==> config.mk <==
export PLATFORM = sky130hd
export DESIGN_NAME = sr04_echo_emulator
export DESIGN_NICKNAME = d
export VERILOG_FILES = /design/src/rtl/sr04_echo_emulator.sv
export SDC_FILE = /design/constraint.sdc
export NUM_CORES = 1
export LEC_CHECK = 0
export CAP_MARGIN = 40
export CORE_MARGIN = 2
export CORE_UTILIZATION = 50
export CTS_CLUSTER_DIAMETER = 200
export DETAILED_ROUTE_END_ITERATION = 8
export GPL_TIMING_DRIVEN = 0
export HOLD_SLACK_MARGIN = 0.02
export PLACE_DENSITY = 0.67
export SYNTH_ARGS = -nofsm -noshare
export SYNTH_HDL_FRONTEND = slang
export SYNTH_SLANG_ARGS = --single-unit
==> constraint.sdc <==
create_clock -name clk -period 5.9 [get_ports clk]
set_input_delay 0.59 -clock clk [delete_from_list [all_inputs] [get_ports clk]]
set_output_delay 0.59 -clock clk [all_outputs]
set_load 0.1 [all_outputs]
==> src/rtl/sr04_echo_emulator.sv <==
// HC-SR04 responder model: validates a trig pulse, waits the burst delay, then drives an echo whose width encodes cm_in.
// Outputs are registered; reset is asynchronous, and enable=0 returns the block to IDLE on the next clock.
module sr04_echo_emulator #(
  parameter int CLKS_PER_US    = 100,
  parameter int TRIG_MIN_US    = 10,
  parameter int BURST_DELAY_US = 200,
  parameter int US_PER_CM      = 58,
  parameter int MAX_CM         = 400,
  parameter int TIMEOUT_US     = 38000,
  parameter int HOLDOFF_US     = 1000
) (
  input  logic        clk,
  input  logic        reset_n,
  input  logic        enable,
  input  logic [11:0] cm_in,
  input  logic        trig,
  output logic        echo,
  output logic        busy,
  output logic        meas_done,
  output logic        trig_err
);

  localparam int CW        = (CLKS_PER_US > 1) ? $clog2(CLKS_PER_US) : 1;
  localparam int TRIG_CLKS = TRIG_MIN_US * CLKS_PER_US;
  localparam int TW        = $clog2(TRIG_CLKS + 1);

  localparam logic [CW-1:0] CLK_LAST    = CW'(CLKS_PER_US - 1);
  localparam logic [TW-1:0] TRIG_SAT    = TW'(TRIG_CLKS);
  localparam logic [11:0]   MAX_CM_L    = 12'(MAX_CM);
  localparam logic [15:0]   BURST_LAST  = 16'(BURST_DELAY_US - 1);
  localparam logic [15:0]   HOLD_LAST   = 16'(HOLDOFF_US - 1);
  localparam logic [15:0]   TIMEOUT_L   = 16'(TIMEOUT_US);
  localparam logic [15:0]   US_PER_CM_L = 16'(US_PER_CM);

  typedef enum logic [2:0] {
    S_IDLE,
    S_TRIG,
    S_BURST,
    S_ECHO,
    S_HOLDOFF
  } state_t;

  state_t        r_state;
  logic          r_sync1;
  logic          r_sync2;
  logic          r_sync3;
  logic [CW-1:0] r_clk_cnt;
  logic [15:0]   r_us_cnt;
  logic [TW-1:0] r_trig_cnt;
  logic [11:0]   r_cm_lat;
  logic          r_echo;
  logic          r_busy;
  logic          r_meas_done;
  logic          r_trig_err;

  logic          w_rise;
  logic          w_fall;
  logic          w_tick;
  logic          w_done;
  logic [15:0]   w_echo_us;
  logic [15:0]   w_last_us;

  always_ff @(posedge clk or negedge reset_n) begin
    if (!reset_n) begin
      r_sync1 <= 1'b0;
      r_sync2 <= 1'b0;
      r_sync3 <= 1'b0;
    end else begin
      r_sync1 <= trig;
      r_sync2 <= r_sync1;
      r_sync3 <= r_sync2;
    end
  end

  assign w_rise = r_sync2 & ~r_sync3;
  assign w_fall = ~r_sync2 & r_sync3;

  // Zero or beyond-range distance reports as "no object" with the timeout width.
  assign w_echo_us = (r_cm_lat == 12'd0 || r_cm_lat > MAX_CM_L) ? TIMEOUT_L
                   : 16'(r_cm_lat) * US_PER_CM_L;

  always_comb begin
    w_last_us = HOLD_LAST;
    case (r_state)
      S_BURST: w_last_us = BURST_LAST;
      S_ECHO:  w_last_us = w_echo_us - 16'd1;
      default: w_last_us = HOLD_LAST;
    endcase
  end

  assign w_tick = (r_clk_cnt == CLK_LAST);
  assign w_done = w_tick && (r_us_cnt == w_last_us);

  always_ff @(posedge clk or negedge reset_n) begin
    if (!reset_n) begin
      r_state     <= S_IDLE;
      r_clk_cnt   <= '0;
      r_us_cnt    <= '0;
      r_trig_cnt  <= '0;
      r_cm_lat    <= '0;
      r_echo      <= 1'b0;
      r_busy      <= 1'b0;
      r_meas_done <= 1'b0;
      r_trig_err  <= 1'b0;
    end else begin
      r_meas_done <= 1'b0;
      r_trig_err  <= 1'b0;
      if (!enable) begin
        r_state    <= S_IDLE;
        r_echo     <= 1'b0;
        r_busy     <= 1'b0;
        r_clk_cnt  <= '0;
        r_us_cnt   <= '0;
        r_trig_cnt <= '0;
      end else begin
        case (r_state)
          S_IDLE: begin
            // The rise cycle itself is the first high clock of the pulse.
            if (w_rise) begin
              r_state    <= S_TRIG;
              r_trig_cnt <= TW'(1);
            end else begin
              r_trig_cnt <= '0;
            end
          end
          S_TRIG: begin
            if (w_fall) begin
              r_trig_cnt <= '0;
              if (r_trig_cnt >= TRIG_SAT) begin
                r_cm_lat <= cm_in;
                r_busy   <= 1'b1;
                r_state  <= S_BURST;
              end else begin
                r_trig_err <= 1'b1;
                r_state    <= S_IDLE;
              end
            end else if (r_trig_cnt != TRIG_SAT) begin
              r_trig_cnt <= r_trig_cnt + TW'(1);
            end
          end
          S_BURST, S_ECHO, S_HOLDOFF: begin
            if (w_done) begin
              r_clk_cnt <= '0;
              r_us_cnt  <= '0;
              case (r_state)
                S_BURST: begin
                  r_echo  <= 1'b1;
                  r_state <= S_ECHO;
                end
                S_ECHO: begin
                  r_echo      <= 1'b0;
                  r_meas_done <= 1'b1;
                  r_state     <= S_HOLDOFF;
                end
                default: begin
                  r_busy  <= 1'b0;
                  r_state <= S_IDLE;
                end
              endcase
            end else if (w_tick) begin
              r_clk_cnt <= '0;
              r_us_cnt  <= r_us_cnt + 16'd1;
            end else begin
              r_clk_cnt <= r_clk_cnt + CW'(1);
            end
          end
          default: begin
            r_state <= S_IDLE;
            r_echo  <= 1'b0;
            r_busy  <= 1'b0;
          end
        endcase
      end
    end
  end

  assign echo      = r_echo;
  assign busy      = r_busy;
  assign meas_done = r_meas_done;
  assign trig_err  = r_trig_err;

endmodule

==> reports/results.txt, run 1 <==
number of flops mapped to enable cells by yosys: 0
Initial DRC Count: 257
global route overflow: 0
sequential cell area fraction in the yosys report: 25.6%
DP HPWL: 10,000 um
Synth Net Count: 710
Placed Cells: 790
Mapped Area: 0.00538 mm^2
Routed Antenna Nets: 0
crit end category: flip-flop
unrepaired setup endpoints after global routing: no
fin. max-slew vios: 0
most used flip-flop cell after synthesis: dfrtp_1
critical path fanouts, max: 10
Layout area overhead: 11.5%
setup violators final: 0
Unique masters post-synth: 81
Die ar.: 0.0116 mm^2
layout cells sized above 1: 9.65%
GP Congestion: 0.884
worst endpoint required time: 6.11 ns
Num Clock Sinks: 55
Util after Layout: 57.8%
PD cells: 118 mW/mm^2
area of the multi-input gates: 0.00375 mm^2
CTS tree: yes
cts hold-fix bufs: 0
Total GRT Usage: 22.3%
H-tree levels: 2
hold_ws: 0.216 ns
post-synthesis mux area share: 3.70%
io pins: 20
Initial Utilization: 51.8%
cell count after synthesis: 631
Final Critical Period: 5.65 ns
FF+latch count, synth: 55
XOR/XNOR Fraction of Synth Area: 5.12%
status: finished, final reports clean
Layout Nets: 741
CTS Buffer Depth: 2
vias in the first global route: 4,425
Synth Area in Adders: 17.3%
die height: 108 um
VDD IR max: 98.1 uV
WS Path Type: reg -> reg
HP Class: in -> async
Die X: 108 um
register area: 0.00138 mm^2
drt first pass iters: 5
clock-pin slew on the worst setup and hold paths: 0.11 ns
Tcrit/Tclk final: 95.7%
Compound-Gate Fraction of Synth Area: 18.1%
Worst-Skew Late Latency: 0.32 ns
Lkg Pwr: 2.72 nW
WL/cell: 15.9 um
initial antenna violation count: 0
clk_skew: 0.0106 ns
Fin. Hold Viols: 0
Post-Layout Cell Count: 799
combinational family with the most area after synthesis: simple AND/OR/NAND/NOR gates
Critical Path Start Type: flip-flop
Overall Power: 705 uW
slew margin rel.: 53.5%
synthesized area per cell: 8.52 um^2
total CTS buffers: 5
Root Buffer: clkbuf_8
WL final: 12,700 um
area share of and/or/nand/nor cells after synthesis: 24.4%
DRC: 0
filler instances: 949
ys async rst share: 100%
Max Cap Viol: 0
Core Region: 0.0104 mm^2
CP arrival: 5.86 ns
first-pass GRT wire length: 21,100 um
IO buf count: 18
Fmax achieved: 177 MHz
Via density: 5.95
detailed-route via count: 4,754
TNS Setup: 0 ns
Antenna diodes: 0
Rows: 37
largest net degree at the start of global routing: 37
synth warn: 0
Slew @ Worst Pin: 0.693 ns
==> final cells by class <==
cell class	count	share of cell area, %
buffer	28	2.02
clock buffer	5	1.15
clock inverter	3	0.376
inverter	49	3.07
multi-input combinational	498	62.6
sequential	55	23.0
tap	136	2.84
timing repair buffer	25	4.93
==> critical path, cell delays in order (launching register included) <==
cell       delay (ns)
dfrtp_1          0.41
inv_1            0.14
fa_1             0.56
inv_1            0.04
ha_1             0.30
fa_1             0.46
ha_1             0.28
buf_2            0.16
o211ai_1         0.13
o21a_4           0.25
a221oi_2         0.29
nor2_1           0.10
buf_2            0.20
a2111oi_2        0.30
o2111ai_1        0.17
or4_1            0.42
or4_4            0.59
nor3_4           0.28
buf_4            0.18
a21oi_1          0.06
a31o_1           0.20
==> stage by stage <==
stage	setup slack (ns)	instance area, um^2
floorplan	0.739	5380
global placement	0.175	5730
detailed placement	0.0740	5830
CTS	0.0507	5920
global route	0.00442	5990
finish	0.251	5990
==> routing by layer <==
| layer | wire length, um | vias up | part of all wire [%] | GRT usage, % |
|---|---|---|---|---|
| met5 | 0 | - | 0 | 0 |
| met3 | 503 | 22 | 4.0 | 2.60 |
| li1 | - | 2329 | - | - |
| met2 | 5980 | 102 | 47 | 36.6 |
| met1 | 5960 | 2301 | 47 | 31.5 |
| met4 | 227 | 0 | 1.8 | 4.76 |
==> synthesized netlist by cell type, types with 13 or more instances <==
cell | instances | area (um^2)
mux2_2 | 15 | 169
o21ai_0 | 39 | 195
fa_1 | 19 | 380
ha_1 | 44 | 551
a21oi_1 | 25 | 125
xnor2_1 | 13 | 114
dfrtp_1 | 55 | 1380
clkbuf_1 | 20 | 75.1
nand2_1 | 56 | 210
xor2_1 | 14 | 123
inv_1 | 48 | 180
nor4_1 | 13 | 81.3
nand3_1 | 25 | 125
and3_1 | 13 | 81.3
nor2_1 | 50 | 188
nor3_1 | 19 | 95.1
==> registers in the layout, summed over array words and instances, names as in the netlist, 3 cells and up <==
name	flops
r_us_cnt	16
r_cm_lat	12
r_trig_cnt	10
r_clk_cnt	7
r_state	3
==> cells in the final DEF (no fill, tap or decap), types with 10 or more instances in the layout <==
cell type and n:
o21ai_0 38, a21oi_1 24, and3_1 13, clkdlybuf4s50_1 17, ha_1 44, nand3_1 25, nand2_1 56, dfrtp_1 54
inv_1 48, clkbuf_1 19, xor2_1 14, nand4_1 10, nor2_1 50, nor4_1 11, mux2_2 15, nor3_1 18
xnor2_1 12, fa_1 19
==> power by group <==
part	total (mW)	switching, mW	internal (mW)
combinational	0.0840	0.0491	0.0349
sequential	0.399	0.0112	0.388
clock	0.222	0.136	0.0856
total	0.705	0.196	0.509
==> logic make-up (layout without fill, tap and decap cells) <==
logic type	Yosys count	count (layout)
compound gates	141	141
fa+ha+maj	63	63
xor+xnor	29	29
mux	18	18
flops	55	55
buf+inv	78	110
simple gates	247	247
==> repair_timing <==
item | in CTS | in global routing
buffers inserted | 0 | 2
resized for setup | 0 | 14
setup endpoints to repair | 0 | 19
==> path summary, 6_finish.rpt <==
kind | from | depth (start not counted) | endpoint | slack, ns
max | r_cm_lat[3] | 20 | echo | 0.25
min | reset_n | 1 | r_us_cnt[1] | 0.22
min reg2reg | r_sync1 | 0 | r_sync2 | 0.37
max reg2reg | r_cm_lat[3] | 20 | echo | 0.25
max in group asynchronous | reset_n | 2 | r_cm_lat[1] | 5.11
min in group clk | r_sync1 | 0 | r_sync2 | 0.37
Note: power is estimated with default switching activity, not from simulation.
==> run 2: changes to the inputs <==
--- a/config.mk
+++ b/config.mk
@@ -13,6 +13,7 @@
 export GPL_TIMING_DRIVEN = 0
 export HOLD_SLACK_MARGIN = 0.02
 export PLACE_DENSITY = 0.67
+export SKIP_CTS_REPAIR_TIMING = 1
 export SYNTH_ARGS = -nofsm -noshare
 export SYNTH_HDL_FRONTEND = slang
 export SYNTH_SLANG_ARGS = --single-unit
==> results of run 2 <==
No change in the layout: final DEF, timing and power equal those of run 1.
